## config.mk

```make
export PLATFORM = sky130hd
export DESIGN_NAME = wb_stream_writer_ctrl_flat
export DESIGN_NICKNAME = d
export VERILOG_FILES = /design/src/rtl/wb_stream_writer_ctrl_if.sv /design/src/rtl/wb_stream_writer_ctrl.sv /design/src/flat_wrapper.sv
export SDC_FILE = /design/constraint.sdc
export NUM_CORES = 1
export LEC_CHECK = 0
export BUFFER_PORTS_ARGS = -buffer_cell sky130_fd_sc_hd__buf_2
export CAP_MARGIN = 0
export CORE_MARGIN = 2
export CORE_UTILIZATION = 45
export DETAILED_ROUTE_END_ITERATION = 8
export PLACE_DENSITY = 0.79
export SETUP_SLACK_MARGIN = 0.1
export SYNTH_ARGS = -nofsm -noshare
export SYNTH_HDL_FRONTEND = slang
export SYNTH_SLANG_ARGS = --single-unit
```

## constraint.sdc

```tcl
create_clock -name wb_clk_i -period 10.7 [get_ports wb_clk_i]
set_input_delay 1.07 -clock wb_clk_i [delete_from_list [all_inputs] [get_ports wb_clk_i]]
set_output_delay 1.07 -clock wb_clk_i [all_outputs]
set_load 0.03 [all_outputs]
```

## src/rtl/wb_stream_writer_ctrl_if.sv

```systemverilog
// Wishbone bus bundle for the stream writer controller. The controller
// is a burst-reading master; the slave modport is what a memory model
// or interconnect sees.
interface wb_stream_writer_ctrl_if #(
  parameter int WB_AW = 32,
  parameter int WB_DW = 32
);
  logic [WB_AW-1:0]   adr_o;
  logic [WB_DW-1:0]   dat_o;
  logic [WB_DW/8-1:0] sel_o;
  logic               we_o;
  logic               cyc_o;
  logic               stb_o;
  logic [2:0]         cti_o;
  logic [1:0]         bte_o;
  logic [WB_DW-1:0]   dat_i;
  logic               ack_i;
  logic               err_i;

  modport master (
    output adr_o, dat_o, sel_o, we_o, cyc_o, stb_o, cti_o, bte_o,
    input  dat_i, ack_i, err_i
  );

  modport slave (
    input  adr_o, dat_o, sel_o, we_o, cyc_o, stb_o, cti_o, bte_o,
    output dat_i, ack_i, err_i
  );
endinterface

```

## src/rtl/wb_stream_writer_ctrl.sv

```systemverilog
// Stream writer controller: walks a circular memory buffer with
// incrementing Wishbone read bursts and pushes every returned word into
// a downstream FIFO. A burst only starts when the FIFO has room for all
// of it, and bursts are cut short at the end of the buffer.
module wb_stream_writer_ctrl #(
  parameter int WB_AW         = 32,
  parameter int WB_DW         = 32,
  parameter int FIFO_AW       = 4,
  parameter int MAX_BURST_LEN = 16
) (
  input  logic                  wb_clk_i,
  input  logic                  wb_rst_i,
  wb_stream_writer_ctrl_if.master wbm,
  output logic [WB_DW-1:0]      fifo_d,
  output logic                  fifo_wr,
  input  logic [FIFO_AW:0]      fifo_cnt,
  input  logic                  enable,
  output logic                  busy,
  output logic                  err,
  output logic [WB_DW-1:0]      tx_cnt,
  input  logic [WB_AW-1:0]      start_adr,
  input  logic [WB_AW-1:0]      buf_size,
  input  logic [WB_AW-1:0]      burst_size
);

  localparam logic [WB_AW-1:0] FIFO_DEPTH = WB_AW'(2**FIFO_AW);
  localparam logic [WB_AW-1:0] MAX_BURST  = WB_AW'(MAX_BURST_LEN);

  typedef enum logic [1:0] {IDLE, ARMED, ACTIVE} state_t;

  state_t           state;
  state_t           state_next;
  logic [WB_AW-1:0] burst_cnt;
  logic [WB_AW-1:0] room;
  logic [WB_DW-1:0] last_idx;
  logic             active;
  logic             buf_end;
  logic             burst_end;
  logic             last_beat;
  logic             burst_ok;
  logic             beat_ack;
  logic             beat_err;

  // Room is only consulted while armed; a burst is never started unless
  // every word it will return already has a FIFO slot waiting for it.
  assign room      = FIFO_DEPTH - WB_AW'(fifo_cnt);
  assign burst_ok  = (burst_size != '0) && (burst_size <= MAX_BURST) &&
                     (room >= burst_size);

  assign last_idx  = WB_DW'(buf_size >> 2) - WB_DW'(1);
  assign buf_end   = (tx_cnt == last_idx);
  assign burst_end = (burst_cnt == burst_size - WB_AW'(1));
  assign last_beat = burst_end | buf_end;

  // An error terminates the cycle and suppresses the FIFO write even if
  // a misbehaving slave raises ack alongside it.
  assign active    = (state == ACTIVE);
  assign beat_err  = active & wbm.err_i;
  assign beat_ack  = active & wbm.ack_i & ~wbm.err_i;

  assign fifo_wr   = beat_ack;
  assign fifo_d    = wbm.dat_i;
  assign busy      = (state != IDLE);

  assign wbm.adr_o = start_adr + WB_AW'({tx_cnt, 2'b00});
  assign wbm.dat_o = '0;
  assign wbm.sel_o = '1;
  assign wbm.we_o  = 1'b0;
  assign wbm.bte_o = 2'b00;
  assign wbm.cyc_o = active;
  assign wbm.stb_o = active;
  assign wbm.cti_o = active ? (last_beat ? 3'b111 : 3'b010) : 3'b000;

  // State register; reset drops the bus cycle without waiting for a clock.
  always_ff @(posedge wb_clk_i or posedge wb_rst_i) begin
    if (wb_rst_i) state <= IDLE;
    else          state <= state_next;
  end

  // Next-state decode: arm on enable, launch when the FIFO has room,
  // and leave the burst on its last beat or on a bus error.
  always_comb begin
    state_next = state;
    case (state)
      IDLE:    if (enable) state_next = ARMED;
      ARMED:   if (burst_ok) state_next = ACTIVE;
      ACTIVE: begin
        if (beat_err)                   state_next = IDLE;
        else if (beat_ack && last_beat) state_next = buf_end ? IDLE : ARMED;
      end
      default: state_next = IDLE;
    endcase
  end

  // Buffer position, per-burst beat count and the sticky error flag.
  always_ff @(posedge wb_clk_i or posedge wb_rst_i) begin
    if (wb_rst_i) begin
      tx_cnt    <= '0;
      burst_cnt <= '0;
      err       <= 1'b0;
    end else begin
      case (state)
        IDLE: begin
          if (enable) begin
            tx_cnt    <= '0;
            burst_cnt <= '0;
            err       <= 1'b0;
          end
        end
        ARMED: begin
          if (burst_ok) burst_cnt <= '0;
        end
        ACTIVE: begin
          if (beat_err) begin
            err <= 1'b1;
          end else if (beat_ack) begin
            tx_cnt    <= buf_end ? '0 : tx_cnt + WB_DW'(1);
            burst_cnt <= burst_cnt + WB_AW'(1);
          end
        end
        default: ;
      endcase
    end
  end

endmodule

```

## src/flat_wrapper.sv

```systemverilog
// flat-port wrapper written by rule: the top's interface ports become plain ports
module wb_stream_writer_ctrl_flat 
#(
  parameter int WB_AW         = 32,
  parameter int WB_DW         = 32,
  parameter int FIFO_AW       = 4,
  parameter int MAX_BURST_LEN = 16
)
  (wb_clk_i, wb_rst_i, fifo_d, fifo_wr, fifo_cnt, enable, busy, err, tx_cnt, start_adr, buf_size, burst_size, wbm_adr_o, wbm_dat_o, wbm_sel_o, wbm_we_o, wbm_cyc_o, wbm_stb_o, wbm_cti_o, wbm_bte_o, wbm_dat_i, wbm_ack_i, wbm_err_i);
  wb_stream_writer_ctrl_if #(.WB_AW(WB_AW), .WB_DW(WB_DW)) wbm_i ();
  input  logic wb_clk_i;
  input  logic wb_rst_i;
  output logic [WB_DW-1:0] fifo_d;
  output logic fifo_wr;
  input  logic [FIFO_AW:0] fifo_cnt;
  input  logic enable;
  output logic busy;
  output logic err;
  output logic [WB_DW-1:0] tx_cnt;
  input  logic [WB_AW-1:0] start_adr;
  input  logic [WB_AW-1:0] buf_size;
  input  logic [WB_AW-1:0] burst_size;
  output wire logic [$bits(wbm_i.adr_o)-1:0] wbm_adr_o;
  output wire logic [$bits(wbm_i.dat_o)-1:0] wbm_dat_o;
  output wire logic [$bits(wbm_i.sel_o)-1:0] wbm_sel_o;
  output wire logic [$bits(wbm_i.we_o)-1:0] wbm_we_o;
  output wire logic [$bits(wbm_i.cyc_o)-1:0] wbm_cyc_o;
  output wire logic [$bits(wbm_i.stb_o)-1:0] wbm_stb_o;
  output wire logic [$bits(wbm_i.cti_o)-1:0] wbm_cti_o;
  output wire logic [$bits(wbm_i.bte_o)-1:0] wbm_bte_o;
  input wire logic [$bits(wbm_i.dat_i)-1:0] wbm_dat_i;
  input wire logic [$bits(wbm_i.ack_i)-1:0] wbm_ack_i;
  input wire logic [$bits(wbm_i.err_i)-1:0] wbm_err_i;
  assign wbm_adr_o = wbm_i.adr_o;
  assign wbm_dat_o = wbm_i.dat_o;
  assign wbm_sel_o = wbm_i.sel_o;
  assign wbm_we_o = wbm_i.we_o;
  assign wbm_cyc_o = wbm_i.cyc_o;
  assign wbm_stb_o = wbm_i.stb_o;
  assign wbm_cti_o = wbm_i.cti_o;
  assign wbm_bte_o = wbm_i.bte_o;
  assign wbm_i.dat_i = wbm_dat_i;
  assign wbm_i.ack_i = wbm_ack_i;
  assign wbm_i.err_i = wbm_err_i;
  wb_stream_writer_ctrl #(.WB_AW(WB_AW), .WB_DW(WB_DW), .FIFO_AW(FIFO_AW), .MAX_BURST_LEN(MAX_BURST_LEN)) u_core (.wb_clk_i(wb_clk_i), .wb_rst_i(wb_rst_i), .wbm(wbm_i), .fifo_d(fifo_d), .fifo_wr(fifo_wr), .fifo_cnt(fifo_cnt), .enable(enable), .busy(busy), .err(err), .tx_cnt(tx_cnt), .start_adr(start_adr), .buf_size(buf_size), .burst_size(burst_size));
endmodule
```

==> metrics.cfg, run 1 <==
[sta]
fin_crit_ns = 5.963
setup_viol = 0
finalSetupTns_ns = 0
tightest_slew_ns = 1.055
fin_worst_skew_ns = 0.005230
slew-limit-headroom = 0.2940
fmax_mhz = 167.7
whs_ns = 0.5528
hold_violations = 0
slew_viol_final = 0
grt_setup_unrepaired = no
finalCritPeriodShare = 0.5573

[routing]
drt_pre_antenna_iters = 5
ant_nets = 0
drc_errors = 0
vias = 9117
wl_mm = 25.35
wl_per_cell_um = 16.02
initialDrtViolationCount = 674
viasPerCell = 5.759

[cts]
cts_buffer_depth = 2
ctsResizeCount = 0
cts_tree = done
cts.sinks = 67
clockRootBuffer = clkbuf_16
htree_num_levels = 3
holdBufCountCts = 0
post-cts-setup-buffers = 0
insertion_delay_ns = 0.33
clk_pin_slew_ns = 0.05
numCtsBuffers = 9

[grt]
grt_overflow = 0
grt_first_pass_wirelength_mm = 40.83
grt_usage = 0.2290
grt_antenna_before_repair = 0
grt_pass1_vias = 8373
grt_max_degree = 68

[floorplan]
chipHeight_um = 146.4
dieArea_um2 = 21420
initial_utilization = 0.4551
core_um2 = 20040
die_x_um = 146.4
ios = 281
rows = 52

[cells_and_area]
multi_input_area_um2 = 6579
area_growth_pct = 10.07
antennaDiodeCount = 0
fill_cells = 1963
ff_latch_area_um2 = 1677
fin_area_um2 = 10040
final_common_cell = buf_2
layout-drive-gt1-share = 0.1653
most-common-layout-cells = 171 x buf_2, 99 x nor2_1, 81 x xnor2_1, 78 x nand2_1, 69 x o21ai_0
num-nets-final = 1513

[critical_path]
worstPathRequired_ns = 9.63
startpoint_type = primary input
end_kind = primary output
crit_chain = buf_2 > inv_1 > ha_1 > or3b_1 > nor4_2 > buf_4 > nand2_1 > nor4bb_1 > mux2i_1 > or4b_2 > nor4_1 > a21oi_1 > nor2_1 > buf_2
cpPeakStageDelay_ns = 0.68
cpLargestDelayFamily = simple AND/OR/NAND/NOR gates
critPathBufInv = 4
critPathSlowestCell = or4b_2
crit_top_cell = buf_2
path_max_fanout = 10
critPathKind = primary input to primary output
crit_arrival_ns = 4.89

[yosys]
syn-cell-area_um2 = 9120
synth-edff-count = 0
synth_compound_area_frac = 0.1796
synth_fa_ha_area_frac = 0.09274
synth-simple-area-share = 0.2781
synth_top_area_cell = dfrtp_1
synth.distinct_cells = 77
netlist_instances = 1210
synthMuxAreaShare = 0.02332
synth_xor_xnor_area_share = 0.1316
synth-seq-cells = 67
synthTopCellsByArea = dfrtp_1 18%, ha_1 9.1%, xnor2_1 7.8%
ys_warn_count = 0
synth-seq-area-share = 0.1838
ys.flop_type = dfrtp_1
synth_top_family_by_area = simple AND/OR/NAND/NOR gates
synth.avg_cell_area_um2 = 7.537
synth_top_area_share = 0.1838
async_flop_share = 1.000

[worst_hold_path]
hp-class = register to register

[run_status]
outcome = finished clean

[place]
gp_congestion = 0.9524
portBuffers = 171
place_area_um2 = 9731
dp_hpwl_mm = 20.29

[pwr]
p_per_area_nw_per_um2 = 74.21
vdd_ir_drop_max_v = 0.00005867
p_leak_nw = 4.571
power_w = 0.0007450

[run]
maxCapViolCount = 0

-- layout make-up --
| class | count | share of cell area |
|---|---|---|
| Inverter | 57 | 0.02131 |
| Tap cell | 270 | 0.03365 |
| Multi-Input combinational cell | 993 | 0.6554 |
| Clock inverter | 1 | 0.002991 |
| Timing Repair Buffer | 180 | 0.09199 |
| Clock buffer | 15 | 0.02767 |
| Sequential cell | 67 | 0.1670 |
-- flip-flops by register name, indices dropped and copies added, names as in the netlist --
| name | count |
|---|---|
| u_core.state | 2 |
| u_core.burst_cnt | 32 |
| u_core.err | 1 |
| u_core.tx_cnt | 32 |
-- metal layers --
metal	routed length, um	vias up	track usage
met5	0	-	0
met4	701	0	0.09078
met3	1611	49	0.03063
met2	12180	353	0.3979
met1	10860	4228	0.2881
li1	-	4487	-
-- per-stage QoR --
stage,cells,worst slack (ns),util
finish,1583,4.737,0.5009
global route,1583,4.511,0.5009
CTS,1583,4.829,0.5009
detailed placement,1567,4.844,0.4856
global placement,1567,4.895,0.4856
floorplan,1247,5.080,-
-- worst paths after layout --
path	startpoint	end	slack [ns]	cells after the start
min in group asynchronous	wb_rst_i	u_core.tx_cnt[1]	1.00	3
max reg2reg	u_core.state[0]	u_core.tx_cnt[23]	7.36	8
min reg2reg	u_core.burst_cnt[30]	u_core.burst_cnt[30]	0.55	1
max in group asynchronous	wb_rst_i	u_core.burst_cnt[31]	9.11	3
max	buf_size[2]	wbm_cti_o[0]	4.74	14
min	u_core.burst_cnt[30]	u_core.burst_cnt[30]	0.55	1
-- synthesized netlist by cell type (all sizes together) (4+ instances only) --
master  count
or3        17
nor3       44
inv        56
a221o       4
a311o       4
xnor2      81
xor2       56
buf        84
nand2b      9
o211ai     12
nor2      100
and4        7
a21o       23
nor4b       7
o21a        4
a211o       5
dfrtp      67
nand3b      5
o21ai      69
o31ai       9
a21oi      65
nor2b      15
mux2i      19
nor3b       4
nand4      36
nor4       39
o41ai       4
a31oi      21
or4        18
clkbuf     46
and3       11
nand2      78
ha         66
nand3      60
and2        7
or2         9
-- where the power goes --
part,internal [W],switching [W]
logic,0.0000656,0.000118
registers,0.000255,0.00000195
clock network,0.000200,0.000105
-- logic make-up after synthesis --
group	count (synthesis)
fa+ha+maj	67
compound gates	255
buf+inv	187
mux	21
xor+xnor	137
simple gates	474
other cells	2
flops	67
-- worst reg2reg max path, stage by stage, from the launching register on --
cell	delay [ns]
dfrtp_1	0.52
inv_1	0.12
nand2_1	0.53
inv_1	0.13
nand3b_1	0.14
clkinv_1	0.46
nor2_1	1.00
and2_1	0.25
a311o_1	0.12
(Power assumes the default switching activity.)
==> run 2: changes to the inputs <==
Clock period 10.7 ns to 5.5 ns, I/O delays scaled along.
==> run 2 against run 1 <==
Effect of this change:
- clock power rose by 73%
- worst setup slack worse by 4.2 ns
- highest routed layer unchanged
- non-clock buffer count increased by 6
- via count rose by 1.8%
- critical path depth decreased by 1
- sequential power rose by 95%
- die area unchanged
- utilization is 0.056 points higher
- final area grew 0.11%
- critical endpoint is now wbm_cti_o[2]
- combinational power grew 96%
- flip-flop and latch count stayed put
- count of clock-buffer cells in the layout shrank 1
==> metrics.cfg, run 2 (synthesis gave the netlist of run 1 again) <==
[run_status]
outcome = finished clean

[critical_path]
cp.depth = 13
worstPathRequired_ns = 4.95
critPathKind = primary input to primary output
critPathBufInv = 3
critPathSlowestCell = nor4_1
reg2reg_setup_slack_ns = 2.18
startpoint_type = primary input
crit_arrival_ns = 4.42
r2r_cells = 10
end_kind = primary output
r2r_end = u_core.tx_cnt[25]
crit_chain = buf_2 > inv_1 > ha_1 > or3b_1 > nor4_2 > nand2_1 > nor4bb_1 > mux2i_1 > or4b_2 > nor4_1 > a21oi_1 > nor2_1 > buf_2
path_max_fanout = 10
crit_top_cell = buf_2
cpPeakStageDelay_ns = 0.69
r2r-start = u_core.tx_cnt[8]
cpLargestDelayFamily = simple AND/OR/NAND/NOR gates

[cells_and_area]
area_growth_pct = 10.19
fin_util = 0.5015
fill_cells = 1978
antennaDiodeCount = 0
largestRegisters = u_core.burst_cnt: 32 flops, u_core.tx_cnt: 32 flops, u_core.state: 2 flops
num-nets-final = 1519
layout-drive-gt1-share = 0.1691
most-common-layout-cells = 171 x buf_2, 99 x nor2_1, 81 x xnor2_1, 78 x nand2_1, 69 x o21ai_0
final_common_cell = buf_2

[routing]
wl_per_cell_um = 16.25
drc_errors = 0
initialDrtViolationCount = 741
wl_mm = 25.82
ant_nets = 0
viasPerCell = 5.840
vias = 9280
drt_pre_antenna_iters = 5

[worst_hold_path]
hp-class = primary input to async pin

[pwr]
vdd_ir_drop_max_v = 0.0001095
p_per_area_nw_per_um2 = 137.9
p_leak_nw = 4.586

[floorplan]
rows = 52
die_x_um = 146.4
core_um2 = 20040
ios = 281
initial_utilization = 0.4551
chipHeight_um = 146.4
dieArea_um2 = 21420

[sta]
whs_ns = 0.4766
fin_crit_ns = 4.974
slew_viol_final = 0
finalSetupTns_ns = 0
fin_worst_skew_ns = 0.004068
hold_violations = 0
fmax_mhz = 201.0
setup_viol = 0
finalCritPeriodShare = 0.9044
grt_setup_unrepaired = no
slew-limit-headroom = 0.4093
tightest_slew_ns = 0.8779

[cts]
clk_pin_slew_ns = 0.05
numCtsBuffers = 9
cts.sinks = 67
insertion_delay_ns = 0.32
ctsResizeCount = 0
holdBufCountCts = 0
clockRootBuffer = clkbuf_16
htree_num_levels = 3
cts_buffer_depth = 2
post-cts-setup-buffers = 0
cts_tree = done

[grt]
grt_antenna_before_repair = 0
grt_usage = 0.2353
grt_overflow = 0
grt_pass1_vias = 8529
grt_first_pass_wirelength_mm = 41.95
grt_max_degree = 68

[place]
dp_hpwl_mm = 20.68
portBuffers = 171
gp_congestion = 0.9233

[run]
maxCapViolCount = 0

-- run 2: worst max-delay path by stage --
stage	startpoint	to	slack (ns)
detailed placement	buf_size[2]	wbm_cti_o[0]	0.65
finish	buf_size[2]	wbm_cti_o[2]	0.53
CTS	buf_size[2]	wbm_cti_o[0]	0.65
floorplan	buf_size[2]	wbm_cti_o[2]	0.92
global placement	buf_size[2]	wbm_cti_o[0]	0.69
global route	buf_size[2]	wbm_cti_o[2]	0.40
-- run 2: tightest hold or removal path, delay by kind of cell --
kind / cells / cell delay (ns)
buffers and inverters: 3 / 0.78
-- run 2: cell type report --
cell class,count,area (um^2),area share
repair buffers,186,968.4,0.09636
multi-input cells,993,6579,0.6546
clock inverters,2,10.01,0.0009960
well taps,270,337.8,0.03362
inverters,57,214.0,0.02129
clock buffers,14,264.0,0.02627
flip-flops and latches,67,1677,0.1668
-- run 2: routing by layer --
metal | part of all wire | GRT usage | vias up | wire length, um
met5 | 0 | 0 | - | 0
met4 | 0.031 | 0.09175 | 0 | 797
met3 | 0.062 | 0.02438 | 62 | 1598
met2 | 0.48 | 0.4040 | 383 | 12350
met1 | 0.43 | 0.3050 | 4352 | 11070
li1 | - | - | 4483 | -
-- run 2: power by group --
group | leakage, nW | internal (W) | switching, W
Sequential | 0.924 | 0.000496 | 0.00000394
Combinational | 3.53 | 0.000128 | 0.000231
Clock | 0.137 | 0.000329 | 0.000199
Total | 4.59 | 0.000952 | 0.000434
-- run 2: stage by stage --
stage / total power [W] / instances / worst slack [ns] / area [um^2]
2_1_floorplan: 0.0008194 / 1247 / 0.9203 / 9259
3_3_place_gp: 0.0008543 / 1573 / 0.6907 / 9776
3_5_place_dp: 0.0008639 / 1573 / 0.6515 / 9776
4_1_cts: 0.001394 / 1589 / 0.6468 / 10050
5_1_grt: 0.001461 / 1589 / 0.3969 / 10050
6_report: 0.001386 / 1589 / 0.5257 / 10050
